`config.mk`:
```
export PLATFORM = sky130hd
export DESIGN_NAME = stack_register
export DESIGN_NICKNAME = d
export VERILOG_FILES = /design/src/rtl/stack_register.sv
export SDC_FILE = /design/constraint.sdc
export NUM_CORES = 1
export LEC_CHECK = 0
export CAP_MARGIN = 20
export CORE_UTILIZATION = 50
export CTS_BUF_LIST = sky130_fd_sc_hd__clkbuf_4 sky130_fd_sc_hd__clkbuf_8 sky130_fd_sc_hd__clkbuf_16
export DETAILED_ROUTE_END_ITERATION = 12
export PLACE_DENSITY_LB_ADDON = 0.12
export SYNTH_ARGS = -nofsm -noshare
export SYNTH_HDL_FRONTEND = slang
export SYNTH_SLANG_ARGS = --single-unit
export TNS_END_PERCENT = 10
```
`constraint.sdc`:
```
create_clock -name sysclk -period 4.3 [get_ports sysclk]
set_input_delay 0.645 -clock sysclk [delete_from_list [all_inputs] [get_ports sysclk]]
set_output_delay 0.645 -clock sysclk [all_outputs]
set_load 0.02 [all_outputs]
```
`src/rtl/stack_register.sv`:
```
// -----------------------------------------------------------------------------
// stack_register
//   A LIFO register stack that holds DEPTH words of WIDTH bits. It serves as the
//   MCU return stack and as general push/pop storage on the register-file bus.
//   Writing the register pushes a value and reading it pops one. The current
//   top-of-stack is always driven on data_out.
//
// Ports
//   sysclk     in   1       system clock, rising edge
//   sysreset   in   1       synchronous active-high reset
//   data_out   out  WIDTH   top-of-stack, zero when empty
//   data_in    in   WIDTH   value to push / replace
//   load       in   1       push strobe
//   read       in   1       pop strobe
//   count      out  CW      number of valid entries, CW = $clog2(DEPTH+1)
//   empty      out  1       count == 0
//   full       out  1       count == DEPTH
//   overflow   out  1       sticky: push attempted while full
//   underflow  out  1       sticky: pop attempted while empty
//
// Strobe semantics: load and read are plain per-cycle qualifiers with no
// back-pressure. Each rising edge that samples a strobe high performs exactly
// one operation. Results appear in the following cycle.
//   load only    -> push (dropped and overflow set when full)
//   read only    -> pop  (ignored and underflow set when empty)
//   load + read  -> replace top (acts as a push when empty)
// -----------------------------------------------------------------------------
module stack_register #(
  parameter int WIDTH = 16,
  parameter int DEPTH = 32
) (
  input  logic                       sysclk,
  input  logic                       sysreset,
  output logic [WIDTH-1:0]           data_out,
  input  logic [WIDTH-1:0]           data_in,
  input  logic                       load,
  input  logic                       read,
  output logic [$clog2(DEPTH+1)-1:0] count,
  output logic                       empty,
  output logic                       full,
  output logic                       overflow,
  output logic                       underflow
);

  localparam int CW = $clog2(DEPTH + 1);
  localparam int AW = (DEPTH > 1) ? $clog2(DEPTH) : 1;

  logic [WIDTH-1:0] mem [DEPTH];
  logic [CW-1:0]    count_q;
  logic             overflow_q;
  logic             underflow_q;

  // Slot addressing. count_q never exceeds DEPTH. When it equals DEPTH, the
  // truncated push address is unused because a push into a full stack is
  // blocked.
  logic [AW-1:0] push_idx;
  logic [AW-1:0] top_idx;

  logic is_empty;
  logic is_full;
  logic do_push;
  logic do_pop;
  logic do_replace;
  logic set_overflow;
  logic set_underflow;

  always_comb begin
    push_idx = count_q[AW-1:0];
    top_idx  = count_q[AW-1:0] - AW'(1);
    is_empty = (count_q == '0);
    is_full  = (count_q == CW'(DEPTH));

    // A load with read on an empty stack is a push. DEPTH >= 2, so an empty
    // stack is never full and that push is always allowed.
    do_push       = load && (!read || is_empty) && !is_full;
    do_pop        = read && !load && !is_empty;
    do_replace    = load && read && !is_empty;
    set_overflow  = load && !read && is_full;
    set_underflow = read && !load && is_empty;
  end

  // Pointer and sticky flags.
  always_ff @(posedge sysclk) begin
    if (sysreset) begin
      count_q     <= '0;
      overflow_q  <= 1'b0;
      underflow_q <= 1'b0;
    end else begin
      if (do_push)
        count_q <= count_q + CW'(1);
      else if (do_pop)
        count_q <= count_q - CW'(1);
      if (set_overflow)
        overflow_q <= 1'b1;
      if (set_underflow)
        underflow_q <= 1'b1;
    end
  end

  // Storage has no reset. Slots at or above count_q are never shown. Writes are
  // gated by sysreset so that reset takes priority over a concurrent load.
  always_ff @(posedge sysclk) begin
    if (!sysreset) begin
      if (do_push)
        mem[push_idx] <= data_in;
      else if (do_replace)
        mem[top_idx] <= data_in;
    end
  end

  // data_out depends only on registered state.
  always_comb begin
    data_out  = is_empty ? '0 : mem[top_idx];
    count     = count_q;
    empty     = is_empty;
    full      = is_full;
    overflow  = overflow_q;
    underflow = underflow_q;
  end

endmodule

```
# After elaboration in Yosys (flattened, before gate mapping)
# Memories as Yosys holds them, arrays and structs flattened.
# Index checks and enable logic that the tools add are counted.
# word_totals
out_inout_bits,26
memories,1
word_cells,38
inputBits,20
register_bits,8
mem_bits_rw,512
# memory_table
memory,depth,word_bits,read_ports,rd_clocked_by_memory_dff,wr,line,text
mem,32,16,1,0,1,48,logic [WIDTH-1:0] mem [DEPTH];
# classes
n_addsub,3
n_reduce_logical,17
muxes,13
eq_ne,1
# ops
cell,n
$mux W16,2
$reduce_or A16 Y1,1
$mux W6,2
$logic_and A1 B1 Y1,9
$mux W1,8
$add A6 B1 Y6 const B,1
$eq A6 B6 Y1 const B,1
$logic_not A6 Y1,1
$sub A6 B1 Y6 const B,1
$mux W5,1
$sub A5 B1 Y5 const B,1
$logic_not A1 Y1,4
$reduce_bool A2 Y1,1
$logic_or A1 B1 Y1,1

# Logic depth before layout (Yosys ltp)
# Gate-level depths: netlist of run 1.
# depth
depth_word,9
mapped_depth,15
ltp_nobuf,11

# Least setup slack after synthesis of run 1
# Ideal clock, no wire load.
# synth_timing
path_type,register -> output
startpoint,"register count_q[0], in the netlist count[0]"
endpoint,output port data_out[2]
n_path_buf,6
slack_ps,332
path_stages_with_launch,13
arrival_ps,3323
path_cell_list,dfxtp_1 buf_2 buf_2 buf_2 inv_1 ha_1 clkbuf_1 clkbuf_1 clkbuf_1 mux4_2 mux2_2 a22oi_1 nand2_1
# synth_via
elab_chain_len,3
word_cells_on_any_way,4
cone_classes,add/sub (1); mux (1); reduce/logical (1); memory (1)
# synth_rtl
element,line,text
start: declaration,49,logic [CW-1:0] count_q;
start signal: assignment,90,count_q <= count_q + CW'(1);
start signal: assignment,92,count_q <= count_q - CW'(1);
$sub A5 B1 Y5,69,top_idx = count_q[AW-1:0] - AW'(1);
via top_idx[0],57,logic [AW-1:0] top_idx;
$mem_v2 Z32 W16,--,
$mux W16,113,data_out = is_empty ? '0 : mem[top_idx];
end: declaration,34,"output logic [WIDTH-1:0] data_out,"
# The timed path passes the listed nets, and every way through them passes these cells.

# Final worst setup path of run 1
# layout_timing
startpoint,"register count_q[0], in the netlist count[0]"
endpoint,output port data_out[12]
# Same word-level chain as after synthesis.

==> results of run 1 <==
## final timing paths
| check | from | endpoint | slack (ns) | cells past startpoint |
|---|---|---|---|---|
| max reg2reg | count[0] | count[5] | 0.76 | 11 |
| max | count[0] | data_out[12] | -0.04 | 9 |
| min | underflow | underflow | 0.47 | 2 |
| min reg2reg | underflow | underflow | 0.47 | 2 |
## flip-flops by register name, indices dropped and copies added (netlist names)
register and count:
mem 512, count 6, overflow 1, underflow 1
## critical path, cell delays in order, from the launching register on
cell	delay [ns]
dfxtp_4	0.37
inv_1	0.26
ha_4	0.26
xor2_4	0.22
buf_12	0.29
mux2i_1	0.20
a211oi_1	0.56
a22oi_1	0.18
nand2_1	0.13
clkdlybuf4s50_1	0.61
## cell families (layout without fill, tap and decap cells)
kind of cell | Yosys count | count (layout) | share of synthesized area
multiplexers | 200 | 200 | 0.176
other | 0 | 2 | 0
AO/OA/AOI/OAI | 91 | 91 | 0.0345
XOR/XNOR | 8 | 8 | 0.00409
AND/OR/NAND/NOR | 87 | 87 | 0.0209
flip-flops | 520 | 520 | 0.747
adder cells (fa/ha/maj) | 7 | 7 | 0.00457
buffers and inverters | 64 | 224 | 0.0137
## cell usage after synthesis (all sizes together) (5+ instances only)
cell type	number
nand3	6
inv	7
mux2i	39
mux4	128
a31oi	5
buf	25
nor2b	10
nor3	5
mux2	33
a211oi	17
nor2	37
nand2	19
clkbuf	32
xnor2	5
edfxtp	512
a22oi	32
ha	6
dfxtp	8
o21ai	17
## metal layers
metal / vias up / wire [um] / GRT usage
li1: 4359 / - / -
met1: 5319 / 20700 / 0.322
met2: 305 / 23000 / 0.369
met3: 62 / 3130 / 0.0555
met4: 0 / 852 / 0.0562
met5: - / 0 / 0
## power groups by stage
stage / Combinational (uW) / Clock (uW) / Sequential, uW
after floorplan: 4760 / 0 / 5920
after global placement: 7990 / 0 / 5920
after detailed placement: 8030 / 0 / 5920
after CTS: 8120 / 4270 / 5820
after global routing: 8780 / 4450 / 5830
final: 8350 / 4190 / 5820
## cells in the final DEF (no fill, tap or decap), types with 6 or more instances in the layout
| master | netlist | final |
|---|---|---|
| nand3_1 | 6 | 6 |
| buf_4 | 1 | 75 |
| mux4_2 | 128 | 128 |
| clkbuf_4 | 0 | 14 |
| nor2b_2 | 4 | 9 |
| nor2_2 | 1 | 12 |
| nand2_1 | 19 | 19 |
| buf_12 | 0 | 7 |
| clkinv_1 | 0 | 7 |
| o21ai_0 | 17 | 17 |
| clkdlybuf4s50_1 | 0 | 45 |
| a22oi_1 | 32 | 32 |
| edfxtp_1 | 512 | 512 |
| mux2i_1 | 38 | 31 |
| mux2i_2 | 0 | 7 |
| clkbuf_16 | 0 | 53 |
| a211oi_2 | 0 | 11 |
| nor2_1 | 36 | 25 |
| mux2_2 | 33 | 33 |
| dfxtp_1 | 8 | 7 |
| inv_1 | 7 | 7 |
## timing repair
item	CTS	global route
buffers inserted	3	0
endpoints found under the setup margin	16	16
resized for setup	4	20
cloned	0	1
pin swaps	2	0
## through the flow
stage / worst slack, ns / TNS (ns) / total power [uW] / instance area [um2]
global placement: 0.443 / 0 / 13900 / 22500
detailed placement: 0.358 / 0 / 14000 / 22500
global route: -0.0710 / -0.508 / 19100 / 24200
CTS: -0.0719 / -0.234 / 18200 / 24100
finish: -0.0395 / -0.0395 / 18400 / 24300
floorplan: 0.332 / 0 / 10700 / 20800
## cell type report
type | instances | share of cell area
antenna | 2 | 0.000206
clock buffer | 69 | 0.0597
clock inverter | 15 | 0.00454
inverter | 7 | 0.00108
multi-input combinational | 393 | 0.213
sequential | 520 | 0.641
tap | 532 | 0.0274
timing repair buffer | 133 | 0.0532
==> flow_summary.yaml, run 1 <==
worst_setup_path:
  worstSetupEndpointType: "output port"
  crit_type: "reg -> out"
  required_ns: 3.65
  crit_arrival_ns: 3.69
  path_max_fanout: 29
  start_kind: "flop"
clock_network:
  numCtsBuffers: 51
  clockBufferDepth: 3
  holdBufCountCts: 0
  h-tree-depth: 2
  clkTransAtPathRegs_ns: 0.06
  cts_tree: "yes"
  clock-sinks: 520
  clock-root-buffer: "clkbuf_16"
  clkLatencyLatePin_ns: 0.59
grt:
  grt_antenna_before_repair: 0
  grt_pass1_vias: 10200
  grt_pass1_wl_um: 68500
  grt_util_all_layers: 0.231
  overflow: 0
  grt_max_degree: 74
floorplanning:
  pin_count: 46
  num_rows: 74
  start_util: 0.508
  die_w_um: 206
  fp.coreArea_um2: 40900
  die_h_um: 206
  die_area_um2: 42400
synth:
  netlist.area_leader.share: 0.739
  syn_area_um2: 20800
  synth.largest_area_cell: "edfxtp_1"
  yosys-top-cells-area: "edfxtp_1, mux4_2, mux2i_1"
  syn_nets: 1004
  synthDistinctLibCells: 51
  synth.avg_cell_area_um2: 21.3
  ys_ff_latch: 520
  synthFlopType: "edfxtp_1"
  synthCells: 977
  async_flop_share: 0
  yosys_warnings: 0
  synth-edff-count: 512
  yosysSeqAreaShare: 0.747
timing:
  layout_min_cycle_time_ns: 4.34
  finalHoldViolations: 0
  setup_violations: 1
  fin_crit_sh: 1.01
  fmax_mhz: 230
  setup_slack_ns: -0.0395
  maxSlewHeadroom: 0.363
  drv_slew: 0
  max_slew.worst_pin.slew_ns: 0.952
  skew_ns: 0.00989
  rsz0062_at_grt: "yes"
  whs_ns: 0.470
route:
  vias: 10000
  drc: 0
  viasPerCell: 6.01
  drt_first_pass_iters: 5
  wl_um: 47600
  ant_nets: 0
  drt_iter0_markers: 1089
  wl_per_cell_um: 28.5
power:
  p_int_uw: 11800
  peakVddDrop_mv: 0.627
  pwr-share-clk: 0.228
  switching_share: 0.356
  p_per_area_nw_per_um2: 757
  power_switching_uw: 6530
  leakage_uw: 0.00774
  seq_power_share: 0.317
  pwr-share-comb: 0.455
cells_and_area:
  fin_util: 0.593
  multi_input_area_um2: 5170
  drive_gt1_frac: 0.339
  fillCellCount: 2988
  final_cells: 1671
  syn_to_final_growth_pct: 16.6
  seq_area_um2: 15500
  nNetsFinal: 1133
job:
  maxCapViolations: 0
place:
  dpl.hpwl_um: 28000
  placement.io_buffers: 45
  place.gp.congestion: 0.887
  dp_cells: 1580
status:
  failed_checks: "negative setup slack"
  status: "complete, but fails checks"
worst_hold_path:
  min_path_type: "reg -> reg"
No activity file was read; power rests on OpenSTA's default activity.
==> run 2: changes to the inputs <==
Settings changed: CAP_MARGIN 20 to not set.
==> flow_summary.yaml, run 2 (synthesis gave the netlist of run 1 again) <==
status:
  status: "complete, but fails checks"
  failed_checks: "negative setup slack"
cells_and_area:
  seq_area_um2: 15500
  multi_input_area_um2: 5160
  fin_area_um2: 24300
  top_register: "mem"
  fillCellCount: 2974
  final_cell_mix: "edfxtp_1, mux4_2, buf_4"
  largest_register_ffs: 512
  nNetsFinal: 1131
  drive_gt1_frac: 0.340
  final_common_cell: "edfxtp_1"
  syn_to_final_growth_pct: 16.9
route:
  wl_per_cell_um: 28.4
  drt_first_pass_iters: 5
  drc: 0
  vias: 10000
  drt_iter0_markers: 1163
  viasPerCell: 5.98
  wl_um: 47700
  ant_nets: 0
floorplanning:
  die_w_um: 206
  die_area_um2: 42400
  fp.coreArea_um2: 40900
  start_util: 0.508
  num_rows: 74
  die_h_um: 206
  pin_count: 46
clock_network:
  clockBufferDepth: 3
  h-tree-depth: 2
  numCtsBuffers: 53
  clock-root-buffer: "clkbuf_16"
  clkTransAtPathRegs_ns: 0.06
  clock-sinks: 520
  cts_tree: "yes"
  clkLatencyLatePin_ns: 0.59
place:
  post_dp_cell_area_um2: 22500
  placement.io_buffers: 45
  dpl.hpwl_um: 27800
  place.gp.congestion: 0.887
grt:
  grt_util_all_layers: 0.233
  grt_max_degree: 74
  grt_pass1_wl_um: 69200
  overflow: 0
  grt_antenna_before_repair: 0
  grt_pass1_vias: 10200
power:
  power_switching_uw: 6570
  power_uw: 18600
  peakVddDrop_mv: 0.537
  seq_power_share: 0.313
  p_int_uw: 12000
  switching_share: 0.353
  leakage_uw: 0.00779
  p_per_area_nw_per_um2: 765
  pwr-share-comb: 0.444
  pwr-share-clk: 0.243
worst_setup_path:
  required_ns: 3.65
  path_max_fanout: 21
  r2r_cells: 10
  crit_arrival_ns: 3.71
  worstSetupEndpointType: "output port"
  crit_type: "reg -> out"
  start_kind: "flop"
timing:
  setup_violations: 2
  rsz0062_at_grt: "yes"
  fin_crit_sh: 1.01
  max_slew.worst_pin.slew_ns: 1.32
  setup_slack_ns: -0.0596
  finalHoldViolations: 0
  whs_ns: 0.485
  fmax_mhz: 229
  maxSlewHeadroom: 0.120
  drv_slew: 0
  skew_ns: 0.0121
  layout_min_cycle_time_ns: 4.36
job:
  maxCapViolations: 0
worst_hold_path:
  holdPathStages: 2
  min_path_type: "reg -> reg"
## run 2: changes by cell type in the layout (fill, tap and decap cells not counted), sizes merged
cell | before | now
buf | 87 | 84
bufinv | 1 | 4
clkbuf | 70 | 71
clkdlybuf4s50 | 45 | 42
clkinv | 13 | 19
clkinvlp | 0 | 2
diode | 2 | 1
dlymetal6s2s | 0 | 3
inv | 8 | 7
## run 2: path summary, 6_finish.rpt
path / endpoint / slack [ns] / start
min reg2reg: underflow / 0.49 / underflow
min: underflow / 0.49 / underflow
max reg2reg: count[5] / 0.81 / count[2]
max: data_out[15] / -0.06 / count[0]
## run 2: repair_timing
| action | CTS | global route |
|---|---|---|
| pin swaps | 2 | 0 |
| hold buffers | 0 | 0 |
| endpoints found under the hold margin | 0 | 0 |
| endpoints found under the setup margin | 16 | 16 |
| gates resized for setup | 6 | 20 |
| setup buffers | 3 | 0 |
## run 2: final cells by class
| type | count | share of cell area |
|---|---|---|
| repair buffers | 129 | 0.0498 |
| well taps | 532 | 0.0274 |
| clock buffers | 71 | 0.0611 |
| inverters | 7 | 0.00123 |
| diodes | 1 | 0.000103 |
| flip-flops and latches | 520 | 0.639 |
| clock inverters | 25 | 0.00957 |
| multi-input cells | 393 | 0.212 |
## run 2: per-stage QoR
stage                     instances  TNS (ns)   util  setup slack (ns)
after floorplan                 977         0      -             0.332
after global placement         1578         0  0.549             0.443
after detailed placement       1578         0  0.549             0.351
after CTS                      1677  -0.00505  0.592          -0.00505
after global routing           1677     -1.06  0.594            -0.162
final                          1678   -0.0618  0.594           -0.0596
## run 2: worst max-delay path, stage by stage, from the launching register on
cell and delay, ns:
dfxtp_4 0.39, clkinvlp_4 0.20, ha_4 0.37, buf_12 0.13, buf_12 0.17, mux4_2 0.23, mux2i_1 0.16, a211oi_1 0.55
o21ai_0 0.18, nand2_1 0.10, clkdlybuf4s50_1 0.60
## run 2: power groups by stage
stage,Clock [uW],Sequential [uW],Combinational [uW]
after floorplan,0,5920,4760
after global placement,0,5920,7990
after detailed placement,0,5920,8030
after CTS,4600,5820,8140
after global routing,4780,5830,8690
final,4520,5820,8270
## run 2: metal layers
| metal | track usage | routed length [um] | vias up |
|---|---|---|---|
| met5 | 0 | 0 | - |
| met4 | 0.0641 | 1020 | 0 |
| met3 | 0.0569 | 3130 | 62 |
| met2 | 0.364 | 22800 | 326 |
| met1 | 0.329 | 20800 | 5296 |
| li1 | - | - | 4357 |
==> RTL edit: new RTL, config.mk and constraints of run 1 <==
Change the parameter `WIDTH` from 16 to 32.
--- a/src/rtl/stack_register.sv
+++ b/src/rtl/stack_register.sv
@@ -26,7 +26,7 @@
 //   load + read  -> replace top (acts as a push when empty)
 // -----------------------------------------------------------------------------
 module stack_register #(
-  parameter int WIDTH = 16,
+  parameter int WIDTH = 32,
   parameter int DEPTH = 32
 ) (
   input  logic                       sysclk,
Ports: changed (resized data_in and data_out); port bits go from 46 to 78. The function was not compared with the original's and may differ.
==> RTL edit against run 1 <==
The run still ends with setup timing left. Fmax hardly changed. First-iteration DRC count grew 100%. Routed wire length is 110% higher. Utilization rose by 0.83 points. Cell count up 91%. Area after synthesis rose by 94%. Sequential cell count increased by 512. Global-route usage up 2.2 points. Setup slack hardly changed. Via count up 100%. Power increased by 100%. Non-clock buffer count rose by 77. Final area rose by 97%. Critical path type unchanged. Largest power group unchanged. Highest routed layer is now met5.
==> RTL edit: results (changes against run 1) <==
status=complete, but fails checks (unchanged); violated checks=setup timing (unchanged); Seq/Total Area, Yosys=76.7% (was 74.7%); via count=20300 (was 10000); Synth Area in Compound Gates=3.06% (was 3.45%); WL met3=7320 um (was 3130 um); ClkCell Share=7.42% (was 6.42%); Post-Synth XOR/XNOR Area=0.211% (was 0.409%); Layout non-clock buf frac=5.76% (was 5.32%); Post-Place Cell Area=43700 um^2 (was 22500 um^2); sequential cell count=1032 (was 520); Metal-1 WL=43100 um (was 20700 um); Worst-Skew Late Latency=0.67 ns (was 0.59 ns); setup slack after layout=-0.0399 ns (was -0.0395 ns); Total Routing Usage GR=25.3% (was 23.1%); inverters=8 (was 7); FF-to-FF setup slack=0.87 ns (was 0.76 ns); pin count of the biggest net entering global routing=59 (was 74); Clock Skews=0.0182 ns (was 0.00989 ns); share of layout cells above drive strength 1=29.1% (was 33.9%); postcts setup bufs=5 (was 3); TritonCTS Buffers=105 (was 51); H-tree levels=3 (was 2); Leakage=0.0153 uW (was 0.00774 uW); GR Util met3=3.77% (was 5.55%); post-route cell area=47700 um^2 (was 24300 um^2); top post-synthesis cells by area=edfxtp_1, mux4_2, mux2i_1 (unchanged); Setup crit end=data_out[23] (was data_out[12]); vias in the first global route=20700 (was 10200); Top Metal Used=met5 (was met4); Iteration-0 DRC Markers=2211 (was 1089); FF-to-FF End=mem[3][16] (was count[5]); NumNets Final=2101 (was 1133); detailed-route wire length per cell=31.7 um (was 28.5 um); met2 GRT Util=39.7% (was 36.9%); CP max FO=34 (was 29); Non-CTS buffers=210 (was 133); area occupied by multi-input gates=9160 um^2 (was 5170 um^2); max reg flops=1024 (was 512); Post-DP HPWL=54300 um (was 28000 um); met2 routed WL=48700 um (was 23000 um); # diodes=0 (was 2); total number of yosys warnings=0 (unchanged); slew margin rel.=25.5% (was 36.3%); Synth top cells by count=edfxtp_1, mux4_2, nor2_1, mux2i_1, nor3_1 (was edfxtp_1, mux4_2, mux2i_1, nor2_1, mux2_2); # setup viols final=3 (was 1); P_int=23900 uW (was 11800 uW); Min Hold Slack=0.474 ns (was 0.470 ns); maximum VDD drop=0.584 mV (was 0.627 mV); initial antenna violation count=2 (was 0); Die W=286 um (was 206 um); # fillers=5638 (was 2988); number of synthesized flops with an enable pin=1024 (was 512); M1 GR Usage=37.7% (was 32.2%)
[RTL edit: cell count changes after synthesis, moves of 23 or more]
cell             run 1  this run
nor2_1              36        98
mux4_2             128       256
nor3_1               3        67
mux2_2              33         2
a22oi_1             32         0
o22ai_1              0        66
buf_2               20        43
edfxtp_1           512      1024
a211o_1              1        31
o211ai_1             1        33
mux2i_1             38        67
[RTL edit: metrics by stage]
step	TNS [ns]	cells
after global placement	0	2985
after CTS	-1.31	3186
after global routing	-0.761	3196
after floorplan	-257.55	1843
final	-0.104	3196
after detailed placement	0	2985
[RTL edit: power by group through the flow]
stage | clock, uW | sequential [uW] | combinational (uW)
floorplan | 0 | 11800 | 9820
global placement | 0 | 11800 | 15900
detailed placement | 0 | 11800 | 16000
CTS | 9400 | 11600 | 16300
global route | 9770 | 11600 | 17000
finish | 9240 | 11600 | 16200
